==> src/rtl/memory_arbiter_pkg.sv <==
// memory_arbiter_pkg: shared RAM status, arbiter state and word types for the multi-core RAM arbiter
package memory_arbiter_pkg;
  typedef enum logic [1:0] {FREE, BUSY, ACCESS, ERROR} ramstate_t;
  typedef enum logic {IDLE, SERVE} arb_state_t;
  typedef logic [31:0] word_t;
endpackage

==> src/rtl/memory_arbiter_if.sv <==
// memory_arbiter_if: CPU I/D request channels plus RAM port; master = CPUs/RAM side, slave = arbiter
interface memory_arbiter_if
  import memory_arbiter_pkg::*;
#(
  parameter int CPUS   = 2,
  parameter int ADDR_W = 32,
  parameter int WORD_W = 32
);
  logic [CPUS-1:0]        iREN;
  logic [CPUS*ADDR_W-1:0] iaddr;
  logic [CPUS-1:0]        iwait;
  logic [CPUS*WORD_W-1:0] iload;
  logic [CPUS-1:0]        dREN;
  logic [CPUS-1:0]        dWEN;
  logic [CPUS*ADDR_W-1:0] daddr;
  logic [CPUS*WORD_W-1:0] dstore;
  logic [CPUS-1:0]        dwait;
  logic [CPUS*WORD_W-1:0] dload;
  logic [ADDR_W-1:0]      ramaddr;
  logic [WORD_W-1:0]      ramstore;
  logic                   ramREN;
  logic                   ramWEN;
  ramstate_t              ramstate;
  logic [WORD_W-1:0]      ramload;
  logic                   timeout_err;
  modport master (
    output iREN, iaddr, dREN, dWEN, daddr, dstore, ramstate, ramload,
    input  iwait, iload, dwait, dload, ramaddr, ramstore, ramREN, ramWEN, timeout_err
  );
  modport slave (
    input  iREN, iaddr, dREN, dWEN, daddr, dstore, ramstate, ramload,
    output iwait, iload, dwait, dload, ramaddr, ramstore, ramREN, ramWEN, timeout_err
  );
endinterface

==> src/rtl/memory_arbiter_rr_picker.sv <==
// memory_arbiter_rr_picker: combinational round-robin pick; req[N] requests, ptr start index -> gnt_idx winner, any
module memory_arbiter_rr_picker #(
  parameter int N = 2,
  localparam int W = N > 1 ? $clog2(N) : 1
) (
  input  logic [N-1:0] req,
  input  logic [W-1:0] ptr,
  output logic [W-1:0] gnt_idx,
  output logic         any
);
  logic [W-1:0] j;
  logic         found;
  assign any = |req;
  always_comb begin
    gnt_idx = '0;
    found   = 1'b0;
    j       = ptr;
    for (int k = 0; k < N; k++) begin
      if (req[j] && !found) begin
        gnt_idx = j;
        found   = 1'b1;
      end
      j = (j == W'(N - 1)) ? '0 : j + 1'b1;
    end
  end
endmodule

==> src/rtl/memory_arbiter.sv <==
// memory_arbiter: CPUS x (I,D) channels onto one RAM port; CLK, RST (async high), bus = slave side of memory_arbiter_if
module memory_arbiter
  import memory_arbiter_pkg::*;
#(
  parameter int CPUS    = 2,
  parameter int ADDR_W  = 32,
  parameter int WORD_W  = 32,
  parameter int TIMEOUT = 64
) (
  input logic             CLK,
  input logic             RST,
  memory_arbiter_if.slave bus
);
  localparam int PW = CPUS > 1 ? $clog2(CPUS) : 1;
  localparam int TW = TIMEOUT > 0 ? $clog2(TIMEOUT + 1) : 1;
  arb_state_t        state, state_n;
  logic [PW-1:0]     owner, rr_ptr, d_idx, i_idx;
  logic              owner_is_d, op_wr, d_any, i_any;
  logic              alive, serving, done, tick;
  logic [TW-1:0]     tmo_cnt;
  logic [ADDR_W-1:0] ia [CPUS];
  logic [ADDR_W-1:0] da [CPUS];
  logic [WORD_W-1:0] ds [CPUS];
  memory_arbiter_rr_picker #(.N(CPUS)) d_pick (
    .req(bus.dREN | bus.dWEN), .ptr(rr_ptr), .gnt_idx(d_idx), .any(d_any)
  );
  memory_arbiter_rr_picker #(.N(CPUS)) i_pick (
    .req(bus.iREN), .ptr(rr_ptr), .gnt_idx(i_idx), .any(i_any)
  );
  // The owner must still present the exact op it was granted; a drop or a read/write flip aborts.
  assign alive   = owner_is_d ? (op_wr ? bus.dWEN[owner] : bus.dREN[owner] && !bus.dWEN[owner])
                              : bus.iREN[owner];
  assign serving = state == SERVE && alive;
  assign done    = serving && bus.ramstate == ACCESS;
  assign tick    = serving && bus.ramstate != ACCESS;
  assign bus.timeout_err = TIMEOUT > 0 && tick && tmo_cnt == TW'(TIMEOUT - 1);
  always_comb begin
    state_n = state;
    if (state == IDLE && (d_any || i_any)) state_n = SERVE;
    if (state == SERVE && (done || !alive)) state_n = IDLE;
  end
  always_ff @(posedge CLK or posedge RST) begin
    if (RST) begin
      state      <= IDLE;
      owner      <= '0;
      owner_is_d <= 1'b0;
      op_wr      <= 1'b0;
      rr_ptr     <= '0;
      tmo_cnt    <= '0;
    end else begin
      state <= state_n;
      if (state == IDLE) begin
        tmo_cnt <= '0;
        if (d_any || i_any) begin
          owner      <= d_any ? d_idx : i_idx;
          owner_is_d <= d_any;
          op_wr      <= d_any && bus.dWEN[d_idx];
        end
      end else if (done) begin
        rr_ptr  <= owner == PW'(CPUS - 1) ? '0 : owner + 1'b1;
        tmo_cnt <= '0;
      end else if (tick) begin
        tmo_cnt <= (bus.timeout_err || TIMEOUT == 0) ? '0 : tmo_cnt + 1'b1;
      end
    end
  end
  for (genvar g = 0; g < CPUS; g++) begin : g_lane
    assign ia[g] = bus.iaddr[g*ADDR_W +: ADDR_W];
    assign da[g] = bus.daddr[g*ADDR_W +: ADDR_W];
    assign ds[g] = bus.dstore[g*WORD_W +: WORD_W];
    assign bus.iwait[g] = !(done && !owner_is_d && owner == PW'(g));
    assign bus.dwait[g] = !(done && owner_is_d && owner == PW'(g));
    assign bus.iload[g*WORD_W +: WORD_W] = done && !owner_is_d && owner == PW'(g) ? bus.ramload : '0;
    assign bus.dload[g*WORD_W +: WORD_W] = done && owner_is_d && !op_wr && owner == PW'(g) ? bus.ramload : '0;
  end
  assign bus.ramaddr  = serving ? (owner_is_d ? da[owner] : ia[owner]) : '0;
  assign bus.ramstore = serving && op_wr ? ds[owner] : '0;
  assign bus.ramWEN   = serving && op_wr;
  assign bus.ramREN   = serving && !op_wr;
endmodule

==> src/flat_wrapper.sv <==
// flat-port wrapper written by rule: the top's interface ports become plain ports
module memory_arbiter_flat import memory_arbiter_pkg::*;
#(
  parameter int CPUS    = 2,
  parameter int ADDR_W  = 32,
  parameter int WORD_W  = 32,
  parameter int TIMEOUT = 64
)
  (CLK, RST, bus_iREN, bus_iaddr, bus_dREN, bus_dWEN, bus_daddr, bus_dstore, bus_ramstate, bus_ramload, bus_iwait, bus_iload, bus_dwait, bus_dload, bus_ramaddr, bus_ramstore, bus_ramREN, bus_ramWEN, bus_timeout_err);
  memory_arbiter_if #(.CPUS(CPUS), .ADDR_W(ADDR_W), .WORD_W(WORD_W)) bus_i ();
  input logic CLK;
  input logic RST;
  input wire logic [$bits(bus_i.iREN)-1:0] bus_iREN;
  input wire logic [$bits(bus_i.iaddr)-1:0] bus_iaddr;
  input wire logic [$bits(bus_i.dREN)-1:0] bus_dREN;
  input wire logic [$bits(bus_i.dWEN)-1:0] bus_dWEN;
  input wire logic [$bits(bus_i.daddr)-1:0] bus_daddr;
  input wire logic [$bits(bus_i.dstore)-1:0] bus_dstore;
  input wire logic [$bits(bus_i.ramstate)-1:0] bus_ramstate;
  input wire logic [$bits(bus_i.ramload)-1:0] bus_ramload;
  output wire logic [$bits(bus_i.iwait)-1:0] bus_iwait;
  output wire logic [$bits(bus_i.iload)-1:0] bus_iload;
  output wire logic [$bits(bus_i.dwait)-1:0] bus_dwait;
  output wire logic [$bits(bus_i.dload)-1:0] bus_dload;
  output wire logic [$bits(bus_i.ramaddr)-1:0] bus_ramaddr;
  output wire logic [$bits(bus_i.ramstore)-1:0] bus_ramstore;
  output wire logic [$bits(bus_i.ramREN)-1:0] bus_ramREN;
  output wire logic [$bits(bus_i.ramWEN)-1:0] bus_ramWEN;
  output wire logic [$bits(bus_i.timeout_err)-1:0] bus_timeout_err;
  assign bus_i.iREN = bus_iREN;
  assign bus_i.iaddr = bus_iaddr;
  assign bus_i.dREN = bus_dREN;
  assign bus_i.dWEN = bus_dWEN;
  assign bus_i.daddr = bus_daddr;
  assign bus_i.dstore = bus_dstore;
  assign bus_i.ramstate = bus_ramstate;
  assign bus_i.ramload = bus_ramload;
  assign bus_iwait = bus_i.iwait;
  assign bus_iload = bus_i.iload;
  assign bus_dwait = bus_i.dwait;
  assign bus_dload = bus_i.dload;
  assign bus_ramaddr = bus_i.ramaddr;
  assign bus_ramstore = bus_i.ramstore;
  assign bus_ramREN = bus_i.ramREN;
  assign bus_ramWEN = bus_i.ramWEN;
  assign bus_timeout_err = bus_i.timeout_err;
  memory_arbiter #(.CPUS(CPUS), .ADDR_W(ADDR_W), .WORD_W(WORD_W), .TIMEOUT(TIMEOUT)) u_core (.CLK(CLK), .RST(RST), .bus(bus_i));
endmodule
==> config.mk <==
export PLATFORM = sky130hd
export DESIGN_NAME = memory_arbiter_flat
export DESIGN_NICKNAME = d
export VERILOG_FILES = /design/src/rtl/memory_arbiter_pkg.sv /design/src/rtl/memory_arbiter_if.sv /design/src/rtl/memory_arbiter_rr_picker.sv /design/src/rtl/memory_arbiter.sv /design/src/flat_wrapper.sv
export SDC_FILE = /design/constraint.sdc
export NUM_CORES = 1
export LEC_CHECK = 0
export BUFFER_PORTS_ARGS = -buffer_cell sky130_fd_sc_hd__buf_4
export CORE_AREA = 2 2 169 171
export CTS_CLUSTER_SIZE = 8
export DETAILED_ROUTE_END_ITERATION = 16
export DIE_AREA = 0 0 171 173
export RECOVER_POWER = 50
export SETUP_SLACK_MARGIN = 0.1
export SYNTH_ARGS = -nofsm -noshare
export SYNTH_HDL_FRONTEND = slang
export SYNTH_HIERARCHICAL = 1
export SYNTH_SLANG_ARGS = --single-unit
==> constraint.sdc <==
create_clock -name CLK -period 3.05 [get_ports CLK]
set_input_delay 0.61 -clock CLK [delete_from_list [all_inputs] [get_ports CLK]]
set_output_delay 0.61 -clock CLK [all_outputs]
set_load 0.01 [all_outputs]
==> qor.yml, run 1 <==
async_flop_share_pct: 100
pin_count: 433
startpoint_type: "flip-flop"
worst_pin_slew_ps: 553
seq_area_frac_synth_pct: 9.38
synth_edf_count: 0
gp_congestion: 0.841
grt.met1_usage_pct: 12.9
hold_class: "in -> async"
layout_common_cells: "buf_4, and2_1, clkbuf_1"
r2r-end: "u_core/tmo_cnt[3]"
fmaxAchievable_mhz: 342
placeableCoreArea_um2: 27600
diodes: 0
arrival_ps: 2310
cts_htree_levels: 1
p_leak_nw: 3.49
timing.hold.ws_ps: 393
rows: 61
finalSetupViolCount: 0
path_clk_slew_ps: 50
dr.pass1.iters: 4
use_met3_pct: 3.09
design_area_um2: 6810
grt-ovfl-total: 0
yosys.area_share.simple_pct: 44.7
synth-compound-area-share_pct: 6.14
synth_top_family_by_area: "simple AND/OR/NAND/NOR gates"
wl_per_cell_um: 15.3
grt_pass1_wl_um: 25400
syn_avg_cell_area_um2: 8.33
drtAntennaViolNets: 0
grt_pass1_vias: 4442
finalCritPeriodShare_pct: 95.9
mostFrequentLayoutCell: "buf_4"
r2r_cells: 6
drv_cap: 0
slew_viol_final: 0
finalSetupTns_ps: 0
grt_max_degree: 38
max_slew_margin_pct: 63.1
rsz0062_at_grt: "true"
synth_mux_area_share_pct: 33.5
cp.required_ps: 2440
cts_tree: "done"
placed_cell_area_um2: 6880
rrSetupSlack_ps: 810
syn-num-nets: 619
fin_skew_ps: 3.11
portBuffers: 432
start_util_pct: 11.6
track_usage_pct: 11.0
cts-root-buf: "clkbuf_16"
ys_ff_latch: 12
antenna_found_initial: 0
synth_cells: 384
synthAdderAreaFrac_pct: 0.391
drcViolationCount: 0
ir_worst_vdd_uv: 303
power.density_nw_per_um2: 425
syn_area_um2: 3200
wl_um: 18100
viasPerCell: 3.75
dieArea_um2: 29600
layout-drive-gt1-share_pct: 54.2
dominantRegCellSynth: "dfrtp_1"
hold_viol_final: 0
synthXorXnorAreaFrac_pct: 0
fin_nets: 1042
dp_hpwl_um: 14900
critPathCaptureType: "output pin"
drt_iter0_drc: 144
outcome: "completed"
num-fill-cells: 3085
numCtsBuffers: 3
synth_cell_types: 42
vias: 4445
clock_latency_ps: 240
period_minus_slack_ps: 2920
die_w_um: 171
use_met2_pct: 20.0
critPathKind: "reg -> out"
numClockSinks: 12
r2r-start: "u_core/owner"
yosys_warnings: 6
clk_path_buf_depth: 2
cp_max_fo: 16
syn2layout_area_growth_pct: 113
busiest_layer: "met2"
die_h_um: 173
==> area by class of cell <==
class / instances / area, um2 / area share [%]
multi-input combinational: 329 / 2710 / 39.7
inverter: 9 / 33.8 / 0.496
sequential: 12 / 305 / 4.48
tap: 378 / 473 / 6.94
timing repair buffer: 452 / 3210 / 47.1
clock buffer: 4 / 88.8 / 1.30
==> repair_timing <==
item / in CTS / in global routing
buffers inserted: 0 / 7
resized for setup: 0 / 5
endpoints found under the setup margin: 0 / 134
hold buffers: 0 / 0
==> state kept, by name (all words and copies together) (netlist names) <==
| register | cells |
|---|---|
| u_core/tmo_cnt | 7 |
| u_core/op_wr | 1 |
| u_core/owner | 1 |
| u_core/owner_is_d | 1 |
| u_core/rr_ptr | 1 |
| u_core/state | 1 |
==> synth_stat cells (all sizes together) (4+ instances only) <==
library cell	instances	area share [%]
buf	16	2.5
nand2	9	1.1
nor3b	5	1.2
or2	5	0.98
nand2b	4	0.78
clkbuf	19	2.4
dfrtp	12	9.4
nor2	39	4.8
mux2i	35	11
and2b	16	3.8
mux4	32	23
and3	33	6.5
and2	96	19
nor2b	19	3.7
inv	9	1.1
o21ai	6	1.1
==> report_power, final <==
part           leakage [nW]  switching (mW)  internal, mW  total, mW
registers             0.154          0.0637         0.205      0.269
logic                  3.29            1.16          1.20       2.35
clock network        0.0442          0.0767         0.199      0.275
==> layer usage <==
metal | vias up | share of wire (%) | routed length [um]
met1 | 2021 | 39 | 7100
li1 | 2183 | - | -
met2 | 229 | 52 | 9360
met5 | - | 0 | 0
met4 | 0 | 1.1 | 199
met3 | 12 | 8.1 | 1460
==> per-stage QoR <==
stage	std cells	total power, mW	setup WS [ps]	util (%)
finish	1184	2.90	126	24.7
global route	1184	3.13	29.5	24.7
CTS	1175	3.00	132	25.2
detailed placement	1171	2.72	286	24.9
global placement	1171	2.70	331	24.9
floorplan	384	1.72	592	-
==> kinds of logic after synthesis <==
family,count (synthesis)
muxes,67
AOI/OAI and AO/OA,23
DFF,12
buffers and inverters,44
adders and majority gates,1
and+or+nand+nor,237
==> worst max-delay path: stages (launching register included) <==
cell and delay (ps):
dfrtp_4 520, mux2i_1 190, o32ai_4 370, o211a_1 300, and2b_2 380, and2_1 190
buf_4 120
==> worst max-delay path by stage <==
stage | from | end | slack, ps | cells past startpoint
2_1_floorplan | bus_dWEN[1] | bus_ramaddr[10] | 590 | 6
3_3_place_gp | bus_iREN[1] | bus_ramaddr[14] | 330 | 7
3_5_place_dp | bus_iREN[1] | bus_ramaddr[16] | 290 | 7
4_1_cts | u_core/owner | bus_dload[47] | 130 | 7
5_1_grt | u_core/owner | bus_iload[22] | 30 | 6
6_report | u_core/owner | bus_iload[25] | 130 | 6
No activity file was read; power rests on OpenSTA's default activity.
==> run 2, diff against run 1 <==
--- a/config.mk
+++ b/config.mk
@@ -6,10 +6,13 @@
 export NUM_CORES = 1
 export LEC_CHECK = 0
 export BUFFER_PORTS_ARGS = -buffer_cell sky130_fd_sc_hd__buf_4
-export CORE_AREA = 2 2 169 171
+export CELL_PAD_IN_SITES_DETAIL_PLACEMENT = 0
+export CELL_PAD_IN_SITES_GLOBAL_PLACEMENT = 1
+export CORE_AREA = 2 2 168 170
 export CTS_CLUSTER_SIZE = 8
 export DETAILED_ROUTE_END_ITERATION = 16
-export DIE_AREA = 0 0 171 173
+export DIE_AREA = 0 0 170 172
+export PLACE_DENSITY_LB_ADDON = 0.1
 export RECOVER_POWER = 50
 export SETUP_SLACK_MARGIN = 0.1
 export SYNTH_ARGS = -nofsm -noshare
==> run 2 against run 1 <==
- critical path depth is the same
- critical endpoint is now bus_dload[28]
- core utilization about the same
- worst setup slack gained 36 ps
- final cell count down 2.5%
- combinational power about the same
- non-clock buffer count is 1 lower
- clock power is essentially flat
- power grew 1.1%
- global-route usage increased by 1.8 points
- via count increased by 3.4%
- largest power group unchanged
- first-iteration DRC count is 6.3% lower
- worst hold slack improved by 5.7 ps
==> qor.yml, run 2 (synthesis gave the netlist of run 1 again) <==
outcome: "completed"
r2r_cells: 7  # +1
hold_class: "in -> async"
slowest_delay_ps: 470  # -50 ps
cts-root-buf: "clkbuf_16"
cts_htree_levels: 1  # unchanged
fin_skew_ps: 1.84  # -1.26 ps
track_usage_pct: 12.8  # +1.8 points
p_leak_nw: 3.50  # +0.25%
p_clk_share_pct: 9.4  # about the same
period_minus_slack_ps: 2890  # -35.6 ps
mostFrequentLayoutCell: "buf_4"
regMostFlops: "u_core/tmo_cnt"
drt_iter0_drc: 135  # -6.3%
slowest_stage: "dfrtp_1"
sw_frac_of_total_pct: 46.4  # +1.7 points
layout-drive-gt1-share_pct: 54.6  # +0.37 points
drcViolationCount: 0  # unchanged
finalSetupViolCount: 0  # unchanged
viasPerCell: 3.98  # +6.1%
hold_viol_final: 0  # unchanged
rows: 61  # unchanged
p_comb_share_pct: 80.8  # -0.4 points
clk_path_buf_depth: 2  # unchanged
fin_nets: 1042  # unchanged
p_seq_share_pct: 9.7  # +0.4 points
fmaxAchievable_mhz: 346  # +1.2%
antenna_found_initial: 2  # +2
p_switching_mw: 1.36  # +4.9%
dr.pass1.iters: 4  # unchanged
portBuffers: 432  # unchanged
cts-hold-fix-buffers: 0  # unchanged
numClockSinks: 12  # unchanged
crit_end: "bus_dload[28]"
power.density_nw_per_um2: 432  # +1.6%
gp_congestion: 0.779  # -7.4%
slew_viol_final: 0  # unchanged
cp.required_ps: 2440  # about the same
max_slew_margin_pct: 65.6  # +2.5 points
path_clk_slew_ps: 50  # about the same
power_mw: 2.93  # +1.1%
multi_input_area_um2: 2740  # +1.1%
start_util_pct: 11.6  # +0.064 points
rrSetupSlack_ps: 630  # -180 ps
finalCritPeriodShare_pct: 94.7  # -1.2 points
grt_pass1_wl_um: 28200  # +11%
vias: 4595  # +3.4%
numCtsBuffers: 3  # unchanged
layout_common_cells: "buf_4, and2_1, clkbuf_1"
seq_area_um2: 302  # -1.2%
syn2layout_area_growth_pct: 112
wl_per_cell_um: 18.6  # +22%
clock_latency_ps: 240  # about the same
arrival_ps: 2280  # -30 ps
pin_count: 433  # unchanged
r2r-start: "u_core/owner"
placeableCoreArea_um2: 27500  # -0.55%
grt-ovfl-total: 0  # unchanged
timing.hold.ws_ps: 399  # +5.67 ps
layoutNonFillerInstCount: 1154  # -2.5%
finalSetupTns_ps: 0  # unchanged
die_w_um: 170  # -0.58%
worst_pin_slew_ps: 515  # -37.9 ps
drv_cap: 0  # unchanged
critPathCaptureType: "output pin"
num-fill-cells: 3070  # -0.49%
die_h_um: 172  # -0.58%
crit_chain: "mux2i_2, o32ai_4, o211a_4, buf_4, and3_1, clkbuf_1"
cp_max_fo: 33  # +17
ir_worst_vdd_uv: 252  # -17%
grt_max_degree: 39  # +2.6%
drtAntennaViolNets: 0  # unchanged
rsz0062_at_grt: "true"
critPathKind: "reg -> out"
internal-power_mw: 1.57  # -2.0%
dp_hpwl_um: 17300  # +16%
wl_um: 21500  # +19%
largest_reg_flops: 7  # unchanged
place_inst: 1138  # -2.8%
r2r-end: "u_core/tmo_cnt[2]"
dieArea_um2: 29200  # -1.2%
startpoint: "u_core/owner"
cts_tree: "done"
grt_pass1_vias: 4510  # +1.5%
startpoint_type: "flip-flop"
## run 2: routing by layer
layer | vias up | part of all wire, % | wire [um] | global-route usage, %
met1 | 2187 | 36 | 7740 | 13.7
li1 | 2191 | - | - | -
met3 | 18 | 6.1 | 1320 | 2.82
met4 | 0 | 1.4 | 308 | 2.08
met5 | - | 0 | 0 | 0
met2 | 199 | 56 | 12100 | 25.7
## run 2: power groups by stage
stage	registers [mW]	clock network (mW)	logic, mW
after CTS	0.293	0.281	2.52
final	0.284	0.277	2.37
after floorplan	0.240	0	1.48
after global placement	0.294	0	2.48
after detailed placement	0.292	0	2.52
after global routing	0.296	0.288	2.59
## run 2: stage by stage
step	utilization, %	cell area [um2]	setup slack, ps
after global placement	25.0	6860	258
after floorplan	-	3200	592
after detailed placement	25.0	6860	272
after CTS	25.3	6950	85.8
final	24.7	6780	161
after global routing	24.7	6780	24.0
## run 2: timing repair
item                       CTS  global route
resized for setup            0             9
gates cloned                 0             3
setup buffers                0             7
pin swaps                    0             2
setup endpoints to repair   15           157
## run 2: layout make-up
| cell class | count | area share (%) |
|---|---|---|
| Multi-Input combinational cell | 330 | 40.4 |
| Tap cell | 346 | 6.39 |
| Sequential cell | 12 | 4.45 |
| Clock buffer | 4 | 1.31 |
| Inverter | 9 | 0.498 |
| Antenna cell | 2 | 0.0738 |
| Timing Repair Buffer | 451 | 46.9 |
## run 2: worst min path at each step
stage | start | depth (start not counted) | endpoint
after global placement | u_core/tmo_cnt[6] | 1 | u_core/tmo_cnt[6]
after global routing | RST | 2 | u_core/tmo_cnt[0]
after CTS | RST | 2 | u_core/tmo_cnt[6]
final | RST | 2 | u_core/tmo_cnt[6]
after floorplan | u_core/tmo_cnt[6] | 1 | u_core/tmo_cnt[6]
after detailed placement | u_core/tmo_cnt[6] | 1 | u_core/tmo_cnt[6]
## run 2: critical path: cells and delay by family (launching register included)
kind | cells | cell delay (ps)
compound gates | 2 | 610
buf+inv | 2 | 500
flops | 1 | 470
mux | 1 | 220
simple gates | 1 | 200
